## src/rtl/watch_time_scan_if.sv

```systemverilog
// Button pulses into, and scan/display outputs out of, the watch time-keeping core.
// The core owns the slave side; whoever drives the buttons and reads the display owns the master side.
interface watch_time_scan_if;
    logic       btn_mode;
    logic       btn_inc;
    logic [1:0] sel;
    logic [3:0] key;
    logic       sec_en;
    logic [2:0] control_dig;

    modport master (
        output btn_mode,
        output btn_inc,
        input  sel,
        input  key,
        input  sec_en,
        input  control_dig
    );

    modport slave (
        input  btn_mode,
        input  btn_inc,
        output sel,
        output key,
        output sec_en,
        output control_dig
    );
endinterface

```

## src/rtl/watch_time_scan.sv

```systemverilog
// HH:MM:SS BCD time keeper with calibration FSM and 4-digit scan.
// Register outputs update one edge after their cause; key is a zero-latency mux of them. No backpressure: button pulses are always accepted.
module watch_time_scan #(
    parameter int CLK_HZ   = 24_000_000,
    parameter int SCAN_DIV = 24_000
) (
    input  logic             clk,
    input  logic             rst,
    watch_time_scan_if.slave wif
);

    localparam int PW = $clog2(CLK_HZ);
    localparam int SW = (SCAN_DIV > 1) ? $clog2(SCAN_DIV) : 1;

    localparam logic [PW-1:0] PRESC_MAX  = PW'(CLK_HZ - 1);
    localparam logic [PW-1:0] PRESC_HALF = PW'(CLK_HZ / 2);
    localparam logic [SW-1:0] SCAN_MAX   = SW'(SCAN_DIV - 1);

    // Encoding doubles as the control_dig output code.
    typedef enum logic [2:0] {
        MODE_RUN = 3'd0,
        MODE_MU  = 3'd1,
        MODE_MT  = 3'd2,
        MODE_HU  = 3'd3,
        MODE_HT  = 3'd4
    } mode_e;

    mode_e         mode_q,   mode_d;
    logic [PW-1:0] presc_q,  presc_d;
    logic          sec_en_q, sec_en_d;
    logic [SW-1:0] scan_q,   scan_d;
    logic [1:0]    sel_q,    sel_d;

    logic [1:0]    hr_t_q, hr_t_d;
    logic [3:0]    hr_u_q, hr_u_d;
    logic [2:0]    mn_t_q, mn_t_d;
    logic [3:0]    mn_u_q, mn_u_d;
    logic [2:0]    sc_t_q, sc_t_d;
    logic [3:0]    sc_u_q, sc_u_d;

    logic          tick;
    logic          mode_step;
    logic          inc_req;
    logic          scan_wrap;
    logic [3:0]    key_w;

    always_comb begin : ctrl_decode
        tick      = (presc_q == PRESC_MAX);
        mode_step = wif.btn_mode;
        inc_req   = wif.btn_inc & ~wif.btn_mode;
    end

    always_comb begin : mode_next
        mode_d = mode_q;
        if (mode_step) begin
            unique case (mode_q)
                MODE_RUN: mode_d = MODE_HT;
                MODE_HT:  mode_d = MODE_HU;
                MODE_HU:  mode_d = MODE_MT;
                MODE_MT:  mode_d = MODE_MU;
                MODE_MU:  mode_d = MODE_RUN;
                default:  mode_d = MODE_RUN;
            endcase
        end
    end

    // Leaving calibration restarts the second so the first one after it is full length.
    always_comb begin : presc_next
        presc_d = tick ? '0 : presc_q + PW'(1);
        if (mode_step && (mode_q == MODE_MU)) begin
            presc_d = '0;
        end
        sec_en_d = (presc_d < PRESC_HALF);
    end

    always_comb begin : time_next
        hr_t_d = hr_t_q;
        hr_u_d = hr_u_q;
        mn_t_d = mn_t_q;
        mn_u_d = mn_u_q;
        sc_t_d = sc_t_q;
        sc_u_d = sc_u_q;

        if (mode_q == MODE_RUN) begin
            if (tick) begin
                if (sc_u_q != 4'd9) begin
                    sc_u_d = sc_u_q + 4'd1;
                end else begin
                    sc_u_d = 4'd0;
                    if (sc_t_q != 3'd5) begin
                        sc_t_d = sc_t_q + 3'd1;
                    end else begin
                        sc_t_d = 3'd0;
                        if (mn_u_q != 4'd9) begin
                            mn_u_d = mn_u_q + 4'd1;
                        end else begin
                            mn_u_d = 4'd0;
                            if (mn_t_q != 3'd5) begin
                                mn_t_d = mn_t_q + 3'd1;
                            end else begin
                                mn_t_d = 3'd0;
                                if ((hr_t_q == 2'd2) && (hr_u_q == 4'd3)) begin
                                    hr_t_d = 2'd0;
                                    hr_u_d = 4'd0;
                                end else if (hr_u_q == 4'd9) begin
                                    hr_t_d = hr_t_q + 2'd1;
                                    hr_u_d = 4'd0;
                                end else begin
                                    hr_u_d = hr_u_q + 4'd1;
                                end
                            end
                        end
                    end
                end
            end
            // Entering calibration starts the set minute from :00.
            if (mode_step) begin
                sc_t_d = 3'd0;
                sc_u_d = 4'd0;
            end
        end else if (inc_req) begin
            unique case (mode_q)
                MODE_HT: begin
                    hr_t_d = (hr_t_q == 2'd2) ? 2'd0 : hr_t_q + 2'd1;
                    if ((hr_t_d == 2'd2) && (hr_u_q > 4'd3)) begin
                        hr_u_d = 4'd3;
                    end
                end
                MODE_HU: begin
                    if (((hr_t_q == 2'd2) && (hr_u_q == 4'd3)) || (hr_u_q == 4'd9)) begin
                        hr_u_d = 4'd0;
                    end else begin
                        hr_u_d = hr_u_q + 4'd1;
                    end
                end
                MODE_MT: mn_t_d = (mn_t_q == 3'd5) ? 3'd0 : mn_t_q + 3'd1;
                MODE_MU: mn_u_d = (mn_u_q == 4'd9) ? 4'd0 : mn_u_q + 4'd1;
                default: ;
            endcase
        end
    end

    always_comb begin : scan_next
        scan_wrap = (scan_q == SCAN_MAX);
        scan_d    = scan_wrap ? '0 : scan_q + SW'(1);
        sel_d     = scan_wrap ? sel_q + 2'd1 : sel_q;
    end

    always_comb begin : key_mux
        key_w = 4'd0;
        unique case (sel_q)
            2'd0: key_w = {2'b00, hr_t_q};
            2'd1: key_w = hr_u_q;
            2'd2: key_w = {1'b0, mn_t_q};
            2'd3: key_w = mn_u_q;
            default: key_w = 4'd0;
        endcase
    end

    always_ff @(posedge clk) begin
        if (rst) begin
            mode_q   <= MODE_RUN;
            presc_q  <= '0;
            sec_en_q <= 1'b1;
            scan_q   <= '0;
            sel_q    <= 2'd0;
            hr_t_q   <= 2'd0;
            hr_u_q   <= 4'd0;
            mn_t_q   <= 3'd0;
            mn_u_q   <= 4'd0;
            sc_t_q   <= 3'd0;
            sc_u_q   <= 4'd0;
        end else begin
            mode_q   <= mode_d;
            presc_q  <= presc_d;
            sec_en_q <= sec_en_d;
            scan_q   <= scan_d;
            sel_q    <= sel_d;
            hr_t_q   <= hr_t_d;
            hr_u_q   <= hr_u_d;
            mn_t_q   <= mn_t_d;
            mn_u_q   <= mn_u_d;
            sc_t_q   <= sc_t_d;
            sc_u_q   <= sc_u_d;
        end
    end

    assign wif.sel         = sel_q;
    assign wif.key         = key_w;
    assign wif.sec_en      = sec_en_q;
    assign wif.control_dig = mode_q;

endmodule

```

## src/flat_wrapper.sv

```systemverilog
// flat-port wrapper written by rule: the top's interface ports become plain ports
module watch_time_scan_flat 
#(
    parameter int CLK_HZ   = 24_000_000,
    parameter int SCAN_DIV = 24_000
)
  (clk, rst, wif_btn_mode, wif_btn_inc, wif_sel, wif_key, wif_sec_en, wif_control_dig);
  watch_time_scan_if wif_i ();
  input  logic clk;
  input  logic rst;
  input wire logic [$bits(wif_i.btn_mode)-1:0] wif_btn_mode;
  input wire logic [$bits(wif_i.btn_inc)-1:0] wif_btn_inc;
  output wire logic [$bits(wif_i.sel)-1:0] wif_sel;
  output wire logic [$bits(wif_i.key)-1:0] wif_key;
  output wire logic [$bits(wif_i.sec_en)-1:0] wif_sec_en;
  output wire logic [$bits(wif_i.control_dig)-1:0] wif_control_dig;
  assign wif_i.btn_mode = wif_btn_mode;
  assign wif_i.btn_inc = wif_btn_inc;
  assign wif_sel = wif_i.sel;
  assign wif_key = wif_i.key;
  assign wif_sec_en = wif_i.sec_en;
  assign wif_control_dig = wif_i.control_dig;
  watch_time_scan #(.CLK_HZ(CLK_HZ), .SCAN_DIV(SCAN_DIV)) u_core (.clk(clk), .rst(rst), .wif(wif_i));
endmodule
```

## config.mk

```make
export PLATFORM = sky130hd
export DESIGN_NAME = watch_time_scan_flat
export DESIGN_NICKNAME = d
export VERILOG_FILES = /design/src/rtl/watch_time_scan_if.sv /design/src/rtl/watch_time_scan.sv /design/src/flat_wrapper.sv
export SDC_FILE = /design/constraint.sdc
export NUM_CORES = 1
export LEC_CHECK = 0
export CAP_MARGIN = 20
export CORE_UTILIZATION = 45
export DETAILED_ROUTE_END_ITERATION = 7
export PLACE_DENSITY = 0.65
export SYNTH_ARGS = -nofsm -noshare
export SYNTH_HDL_FRONTEND = slang
export SYNTH_SLANG_ARGS = --single-unit
```

## constraint.sdc

```tcl
create_clock -name clk -period 2 [get_ports clk]
set_clock_uncertainty 0.05 [all_clocks]
set_input_delay 0.3 -clock clk [delete_from_list [all_inputs] [get_ports clk]]
set_output_delay 0.3 -clock clk [all_outputs]
set_load 0.01 [all_outputs]
```

# Word level (Yosys, flattened, before mapping)
# Cells that the tools add are included.
[totals]
regBits = 66
output_inout_bits = 10
elab_cells = 121
[classes]
bitwise_logic = 2
n_mux = 51
reduce_logical = 19
addsub = 9
order_cmp = 2
n_eq_ne = 27
[ops]
columns = ["op", "count"]
rows = [
  ["2-to-1 mux 4 bit", 22],
  ["2-to-1 mux 25 bit", 2],
  ["2-to-1 mux 3 bit", 13],
  ["adder 25 x 1 -> 25 bit, second input constant", 1],
  ["equality test 25 bit, second input constant", 1],
  ["< comparator 25 x 24 -> 1 bit, second input constant", 1],
  ["2-to-1 mux 2 bit", 11],
  ["case mux 4 bit (4 select lines)", 1],
  ["AND reduction 8 bit", 2],
  ["adder 15 x 1 -> 15 bit, second input constant", 1],
  ["equality test 15 bit, second input constant", 1],
  ["adder 4 x 1 -> 4 bit, second input constant", 3],
  ["case mux 3 bit (4 select lines)", 1],
  ["!= test 2 bit, second input constant", 5],
  ["nonzero test 2 bit", 5],
  ["!= test 3 bit, second input constant", 3],
  ["equality test 2 bit, second input constant", 4],
  ["equality test 4 bit, second input constant", 2],
  ["!= test 4 bit, second input constant", 2],
  ["case mux 4 bit (2 select lines)", 1],
  ["adder 3 x 1 -> 3 bit, second input constant", 2],
  ["equality test 3 x 2 -> 1 bit, second input constant", 2],
  ["equality test 3 bit, second input constant", 2],
  ["AND reduction 6 bit", 1],
  ["18 further kinds", 21],
]

# Depth between registers and ports, before layout
# Gate-level depths: netlist (run 1).
[depth]
depth_word = 9
ltp_mapped = 9
depth_no_buf = 9

# Worst setup path before layout (run 1)
# Ideal clock, no wire load.
[synth_timing]
kind = "reg2reg"
startpoint = "register u_core.scan_q[0]"
endpoint = "register u_core.scan_q[10]"
required_ps = 1822
arrival_ps = 2000
path_slack_ps = -178
path_stages_with_launch = 10
setup_ps = 128
period_less_slack_ps = 2178
cell_sequence = "dfxtp_1 ha_1 nand3_1 nor2_1 nand2_1 nor4_1 or2_2 clkbuf_1 clkbuf_1 nor2_1"
[synth_via]
elab_chain_len = 2
elab_cells_between_ends = 3
classes_between = "add/sub: 1; eq/ne: 1; reduce/logical: 1"
[synth_lines]
columns = ["element", "line_no", "rtl"]
rows = [
  ["from (decl)", "watch_time_scan.sv:31", "logic [SW-1:0] scan_q, scan_d;"],
  ["from (signal assigned)", "watch_time_scan.sv:177", "scan_q <= scan_d;"],
  ["parallel branches: the longest is 2 deep, another holds adder 15 x 1 -> 15 bit", "n/a", ""],
]
# Parallel ways; which one is timed is not known.
# A chain may end at the register's enable or synchronous reset.

# Final worst setup path (run 1)
[layout_timing]
startpoint = "register u_core.presc_q[11]"
endpoint = "register u_core.hr_u_q[3]"
[layout_via]
elab_chain_len = 3
[layout_lines]
columns = ["element", "line_no", "rtl"]
rows = [
  ["from (decl)", "watch_time_scan.sv:29", "logic [PW-1:0] presc_q, presc_d;"],
  ["from (signal assigned)", "watch_time_scan.sv:175", "presc_q <= presc_d;"],
  ["equality test 25 bit", "watch_time_scan.sv:48", "tick = (presc_q == PRESC_MAX);"],
  ["!= test 2 x 1 -> 1 bit (no source line)", "n/a", ""],
  ["AND reduction 8 bit (no source line)", "n/a", ""],
  ["to (signal assigned)", "watch_time_scan.sv:180", "hr_u_q <= hr_u_d;"],
  ["to (decl)", "watch_time_scan.sv:35", "logic [3:0] hr_u_q, hr_u_d;"],
]
# Every way passes these cells.

==> flow_summary.toml, run 1 <==
[sta]
tightest_slew_ps = 419
rsz0062_at_grt = "yes"
relSlewSlack = 0.719
hold_viol = 0
fmax_mhz = 491
period_share = 1.02
setup_slack_ps = -35.8
period_needed_ps = 2040
setup-violations-final = 4
slew_violations = 0

[grt]
grt_pass1_vias = 3132
grt_pass1_wl_um = 14100
grt_max_degree = 26
antenna_found_initial = 0
grt_usage = 0.211
grt_overflow = 0

[cts]
clockBufferDepth = 2
cts_inserted_buffers = 9
hold_buffers = 0
cts_root_buffer = "clkbuf_8"
cts.sink_count = 66
clkSlewWorstSetupHoldPaths_ps = 70
insertion_delay_ps = 350
h-tree-depth = 3
cts_tree = "yes"

[place]
place_area_sq_um = 4290
pre_cts_slack_ps = -67.6
dp_hpwl_um = 6020
gp_congestion = 0.868
numPortBuffers = 13

[pwr]
p_comb_frac = 0.096
p_leak_nw = 1.81
p_sw_frac = 0.246
power_switching_mw = 0.639
powerDensity_nw_per_um2 = 564
p_clk_frac = 0.381
peakVddDrop_uv = 317
pwr-share-seq = 0.523
internal-power_mw = 1.96

[logic_synthesis]
ys_async_sr_fraction = 0
synthCells = 425
ys_warn_count = 0
avgSynthCellArea_sq_um = 8.31
synth_top_area_frac = 0.374
ys_seq_elements = 66
seq_area_frac_synth = 0.374
synthFlopType = "dfxtp_1"
yosysMostFrequentCell = "nor2_1"
syn-cell-area_sq_um = 3530
synth_area_leaders = "dfxtp_1, nor2_1, xnor2_1"
syn_nets = 442
synth_top_area_cell = "dfxtp_1"
yosysUniqueCellTypes = 55
synth_commonest_cells = "nor2_1, dfxtp_1, nand2_1, nand3_1, a21oi_1"
synth_edf_count = 0

[critical_path]
cp.arrival_ps = 2270
cp_max_fo = 4
critPathKind = "reg -> reg"
worstSetupEndpointType = "register"
cp-start-kind = "register"
worstPathRequired_ps = 2240

[floorplan]
die_h_um = 90.6
start_util = 0.476
fp-row-count = 31
die_w_um = 90.6
core_area_sq_um = 7410
die_area_sq_um = 8200
pin_count = 14

[run_status]
outcome = "finished, violations left"
violations = "setup timing"

[routing]
wl_um = 8230
highest_layer = "met4"
wl_met3_um = 345
drtIter0Drc = 159
remaining_drc_errors = 0
wl_met2_um = 3780
dr.pass1.iters = 5
drt-vias-per-instance = 5.38
ant_nets = 0
routed-via-count = 3311
wl_per_cell_um = 13.4
wl_met1_um = 3930

[finish]
nFillCells = 641
drive_gt1_frac = 0.277
nNetsFinal = 530
antennaDiodeCount = 0
final_area_sq_um = 4600
area_growth_pct = 30.2

[worst_hold_path]
hold_path_class = "reg -> reg"

[job]
drv_cap = 0
[metrics by stage]
stage | hold slack [ps] | total power, mW | util | setup TNS, ps | std cells
after floorplan | 363 | 1.52 | - | -437 | 425
after global placement | 378 | 1.61 | 0.578 | -34.9 | 594
after detailed placement | 394 | 1.62 | 0.578 | -142 | 594
after CTS | 405 | 2.62 | 0.604 | -77.7 | 611
after global routing | 416 | 2.71 | 0.621 | -1680 | 616
final | 402 | 2.59 | 0.621 | -96.9 | 616
[worst max-delay path: stages, from the launching register on]
cell and delay, ps:
dfxtp_2 340, nor4bb_2 280, nand3_1 160, nor3_4 260, a31o_4 230, nand2_4 60
or4_4 480, a21oi_2 120
[flip-flops by register name, summed over array words and instances (netlist names), 3 cells and up]
signal / count
u_core.presc_q: 25
u_core.mn_t_q: 3
u_core.scan_q: 15
u_core.sc_t_q: 3
u_core.mn_u_q: 4
u_core.sc_u_q: 4
u_core.wif.control_dig: 3
u_core.hr_u_q: 4
[metal layers]
metal | vias to the layer above | global-route usage
met5 | - | 0
met4 | 0 | 0.101
met3 | 15 | 0.0354
met2 | 83 | 0.326
met1 | 1536 | 0.283
li1 | 1677 | -
[cells by family after synthesis]
family / Yosys count / share of synthesized area
AND/OR/NAND/NOR: 208 / 0.307
flip-flops: 66 / 0.374
AO/OA/AOI/OAI: 64 / 0.123
XOR/XNOR: 37 / 0.0918
buffers and inverters: 29 / 0.0347
adder cells (fa/ha/maj): 13 / 0.0461
multiplexers: 8 / 0.0227
[power by group through the flow]
stage / sequential (mW) / combinational [mW] / clock [mW]
after floorplan: 1.39 / 0.125 / 0
after global placement: 1.38 / 0.230 / 0
after detailed placement: 1.38 / 0.237 / 0
after CTS: 1.35 / 0.239 / 1.02
after global routing: 1.36 / 0.277 / 1.08
final: 1.36 / 0.249 / 0.990
[worst paths after layout]
| path | start | end | slack, ps | depth (start not counted) |
|---|---|---|---|---|
| setup / recovery | u_core.presc_q[11] | u_core.hr_u_q[3] | -40 | 7 |
| hold / removal | u_core.scan_q[0] | u_core.scan_q[0] | 400 | 1 |
| setup reg to reg | u_core.presc_q[11] | u_core.hr_u_q[3] | -40 | 7 |
| hold reg to reg | u_core.scan_q[0] | u_core.scan_q[0] | 400 | 1 |
[placed cells by master, fill, tap and decap left out, drive strengths merged, types with 14 or more instances in the layout]
cell,Yosys,final
xor2,18,18
nand3,25,25
inv,14,14
o21ai,18,18
nand4,14,14
a21oi,21,21
xnor2,19,19
nand2,26,26
and3,15,15
buf,5,81
dfxtp,66,66
nor2,74,74
[final cells by class]
| type | count | area [sq um] | share of cell area |
|---|---|---|---|
| multi-input combinational | 330 | 2200 | 0.478 |
| timing repair buffer | 92 | 718 | 0.156 |
| sequential | 66 | 1340 | 0.291 |
| clock inverter | 3 | 15.0 | 0.00327 |
| inverter | 14 | 52.6 | 0.0114 |
| clock buffer | 12 | 155 | 0.0338 |
| tap | 99 | 124 | 0.0269 |
[what timing repair did]
action,CTS,global route
gates resized for setup,19,26
pin swaps,6,19
hold endpoints to repair,0,0
endpoints found under the setup margin,11,31
buffers inserted,2,5
(Power assumes the default switching activity.)
==> inputs of run 2 (changes only) <==
- PLACE_DENSITY: 0.65 -> 0.74
==> flow_summary.toml, run 2 (same netlist as run 1, synthesis figures left out) <==
[run_status]
outcome = "finished, violations left"
violations = "setup timing"

[routing]
wl_per_cell_um = 14.0
ant_nets = 0
drtIter0Drc = 230
routed-via-count = 3366
remaining_drc_errors = 0
drt-vias-per-instance = 5.42
dr.pass1.iters = 4
wl_um = 8670

[sta]
period_needed_ps = 2110
slew_violations = 0
rsz0062_at_grt = "yes"
hold_viol = 0
setup-violations-final = 2
fmax_mhz = 475
hold_ws_ps = 403
setup_slack_ps = -106
relSlewSlack = 0.726
period_share = 1.05
tightest_slew_ps = 408

[cts]
h-tree-depth = 3
cts_inserted_buffers = 9
insertion_delay_ps = 360
cts.sink_count = 66
cts_root_buffer = "clkbuf_8"
clockBufferDepth = 2
clkSlewWorstSetupHoldPaths_ps = 80
hold_buffers = 0
cts_tree = "yes"

[critical_path]
rr_worst_depth = 8
critPathKind = "reg -> reg"
crit_cells = 8
r2r_end = "u_core.wif.sec_en"
worst_path_largest_cell_delay_ps = 530
cp.arrival_ps = 2290
r2r_slack_ps = -110
cp-start-kind = "register"
cp-startpoint = "u_core.presc_q[7]"
critPathTopFamily = "simple AND/OR/NAND/NOR gates"
crit_slowest_cell = "or4_4"
r2r-start = "u_core.presc_q[7]"
path_buf_inv = 1
cp_max_fo = 3
worstSetupEndpointType = "register"
cp_cell_sequence = "and3_4 -> nand3_4 -> or4_4 -> a2111oi_4 -> buf_4 -> a211oi_2 -> nand2_1 -> o211ai_1"
worstPathRequired_ps = 2180
crit_end = "u_core.wif.sec_en"

[place]
numPortBuffers = 13
dp_hpwl_um = 6140
place_inst = 597
gp_congestion = 0.853
place_area_sq_um = 4310

[grt]
grt_max_degree = 26
antenna_found_initial = 0
grt_pass1_vias = 3092
grt_overflow = 0
grt_usage = 0.212
grt_pass1_wl_um = 14100

[pwr]
p_leak_nw = 1.85
peakVddDrop_uv = 567
powerDensity_nw_per_um2 = 579
power_mw = 2.72

[floorplan]
die_h_um = 90.6
die_area_sq_um = 8200
fp-row-count = 31
die_w_um = 90.6
start_util = 0.476
pin_count = 14
core_area_sq_um = 7410

[finish]
stdcell_count = 621
layout_commonest_cell = "buf_4"
area_growth_pct = 33.2
layout_common_cells = "buf_4, nor2_1, dfxtp_1"
largest_register_ffs = 25
nNetsFinal = 534
utilization = 0.635
antennaDiodeCount = 0
drive_gt1_frac = 0.310
reg_top3 = "u_core.presc_q x25, u_core.scan_q x15"
final_area_sq_um = 4700
largest_register = "u_core.presc_q"

[worst_hold_path]
hold_path_class = "reg -> reg"

[job]
drv_cap = 0
==> run 2: changes by cell type in the layout (fill, tap and decap cells not counted), sizes merged <==
cell	change
clkbuf	-4
buf	+5
bufinv	+1
clkinvlp	+1
clkinv	+2
==> run 2: metrics by stage <==
step,setup TNS [ps],worst slack [ps]
after global placement,-53.4,-53.4
after CTS,-20.3,-20.3
after global routing,-524,-170
after detailed placement,-384,-72.2
final,-138,-106
after floorplan,-437,-98.9
==> run 2: how the worst min path moves through the flow <==
stage / from / endpoint / slack, ps / cells past startpoint
after global routing: u_core.scan_q[0] / u_core.scan_q[0] / 430 / 1
after CTS: u_core.scan_q[0] / u_core.scan_q[0] / 410 / 1
after floorplan: u_core.scan_q[0] / u_core.scan_q[0] / 360 / 1
final: u_core.scan_q[0] / u_core.scan_q[0] / 400 / 1
after global placement: u_core.scan_q[0] / u_core.scan_q[0] / 380 / 1
after detailed placement: u_core.scan_q[0] / u_core.scan_q[0] / 400 / 1
==> run 2: area by class of cell <==
class                           instances  area, sq um
Clock buffer                            9          124
Clock inverter                          7         70.1
Fill cell                             607         2710
Inverter                               14         52.6
Multi-Input combinational cell        330         2230
Sequential cell                        66         1360
Tap cell                               99          124
Timing Repair Buffer                   96          748
==> run 2: layer usage <==
metal,global-route usage,vias up,part of all wire
met5,0,-,0
met4,0.0712,0,0.013
met3,0.0488,11,0.044
met2,0.350,74,0.49
met1,0.271,1587,0.45
li1,-,1694,-
==> run 2: report_power, final <==
| part | internal (mW) | switching (mW) |
|---|---|---|
| combinational | 0.114 | 0.133 |
| sequential | 1.33 | 0.0214 |
| clock | 0.572 | 0.547 |
| total | 2.02 | 0.701 |
==> run 2: timing repair <==
action,4_1_cts,5_1_grt
gates resized for setup,27,36
setup buffers,0,8
pin swaps,9,9
endpoints found under the setup margin,15,34
==> inputs of run 3 (changes only) <==
- ABC_CLOCK_PERIOD_IN_PS: not set -> 2000
- CORE_UTILIZATION: 45 -> 55
- PLACE_DENSITY: 0.74 -> 0.86
- SLEW_MARGIN: not set -> 20
==> flow_summary.toml, run 3 (same netlist as run 1, synthesis figures left out) <==
[worst_hold_path]
whs_path_depth = 1
hold_path_class = "reg -> reg"
min_from = "u_core.scan_q[0]"

[finish]
nNetsFinal = 527
reg_top3 = "u_core.presc_q x25, u_core.scan_q x15"
layout_commonest_cell = "buf_4"
layout_common_cells = "buf_4, nor2_1, dfxtp_1"
largest_register = "u_core.presc_q"
final_area_sq_um = 4730
antennaDiodeCount = 0
area_growth_pct = 33.9
largest_register_ffs = 25
drive_gt1_frac = 0.320
nFillCells = 352
stdcell_count = 590

[grt]
grt_pass1_vias = 3371
antenna_found_initial = 0
grt_overflow = 0
grt_max_degree = 21
grt_usage = 0.298
grt_pass1_wl_um = 15300

[floorplan]
fp-row-count = 28
die_h_um = 82.1
pin_count = 14
core_area_sq_um = 6060
die_area_sq_um = 6740
die_w_um = 82.1
start_util = 0.582

[sta]
period_needed_ps = 2160
tightest_slew_ps = 426
relSlewSlack = 0.714
setup-violations-final = 13
hold_ws_ps = 396
period_share = 1.08
fmax_mhz = 463
hold_viol = 0
setup_slack_ps = -158
slew_violations = 0
rsz0062_at_grt = "yes"

[critical_path]
rr_worst_depth = 7
worstSetupEndpointType = "register"
cp-start-kind = "register"
cp.arrival_ps = 2390
r2r-start = "u_core.presc_q[13]"
critPathKind = "reg -> reg"
cp-startpoint = "u_core.presc_q[13]"
cp_max_fo = 5
worstPathRequired_ps = 2230

[routing]
drtIter0Drc = 340
wl_per_cell_um = 17.5
drt-vias-per-instance = 6.14
routed-via-count = 3621
dr.pass1.iters = 5
remaining_drc_errors = 0
wl_um = 10300
ant_nets = 0

[cts]
insertion_delay_ps = 340
cts_tree = "yes"
cts_root_buffer = "clkbuf_8"
cts.sink_count = 66
hold_buffers = 0
clockBufferDepth = 2
clkSlewWorstSetupHoldPaths_ps = 70
cts_inserted_buffers = 9
h-tree-depth = 3

[pwr]
powerDensity_nw_per_um2 = 587
internal-power_mw = 2.10
p_comb_frac = 0.093
pwr-share-seq = 0.488
power_mw = 2.78
p_leak_nw = 1.82
power_switching_mw = 0.680
p_sw_frac = 0.245
peakVddDrop_uv = 587
p_clk_frac = 0.419

[place]
pre_cts_slack_ps = -116
numPortBuffers = 13
gp_congestion = 0.912
dp_hpwl_um = 6450
place_inst = 569
place_area_sq_um = 4250

[run_status]
outcome = "finished, violations left"
violations = "setup timing"

[job]
drv_cap = 0
==> run 3: cell types whose count changed in the layout (fill, tap and decap cells not counted), sizes merged <==
cell / delta
buf: -8
clkbuf: +5
clkinv: -3
clkinvlp: -1
==> run 3: power groups by stage <==
stage	logic [mW]	registers [mW]	clock network (mW)
2_1_floorplan	0.125	1.39	0
3_3_place_gp	0.227	1.38	0
3_5_place_dp	0.237	1.39	0
4_1_cts	0.238	1.35	1.17
5_1_grt	0.282	1.36	1.23
6_report	0.258	1.35	1.16
==> run 3: worst max-delay path, cell delays in order, from the launching register on <==
cell	delay, ps
dfxtp_2	370
nor4bb_4	350
nand3_2	140
nor3_4	270
a31o_4	240
nand2_4	60
or4_4	490
a21oi_2	120
==> run 3: path summary, 6_finish.rpt <==
path                 endpoint  slack (ps)
max          u_core.hr_u_q[3]        -160
min reg2reg  u_core.scan_q[0]         400
max reg2reg  u_core.hr_u_q[3]        -160
min          u_core.scan_q[0]         400
==> run 3: per-stage QoR <==
| step | utilization | setup TNS, ps |
|---|---|---|
| final | 0.780 | -856 |
| after global routing | 0.780 | -2200 |
| after CTS | 0.754 | -138 |
| after detailed placement | 0.701 | -692 |
| after global placement | 0.701 | 0 |
| after floorplan | - | -437 |
==> run 3: area by class of cell <==
class / count / area [sq um] / share of cell area
Clock inverter: 3 / 47.5 / 0.0101
Tap cell: 75 / 93.8 / 0.0199
Clock buffer: 13 / 159 / 0.0336
Timing Repair Buffer: 89 / 692 / 0.146
Multi-Input combinational cell: 330 / 2320 / 0.492
Sequential cell: 66 / 1360 / 0.287
Inverter: 14 / 52.6 / 0.0111
==> run 3: layer usage <==
metal / vias to the layer above / part of all wire / global-route usage
li1: 1673 / - / -
met1: 1742 / 0.39 / 0.349
met2: 166 / 0.51 / 0.516
met3: 40 / 0.064 / 0.0824
met4: 0 / 0.035 / 0.112
met5: - / 0 / 0
==> run 3: repair_timing <==
action,4_1_cts,5_1_grt
resized for setup,41,40
setup endpoints to repair,28,26
pin swaps,12,17
setup buffers,3,2
gates cloned,0,0
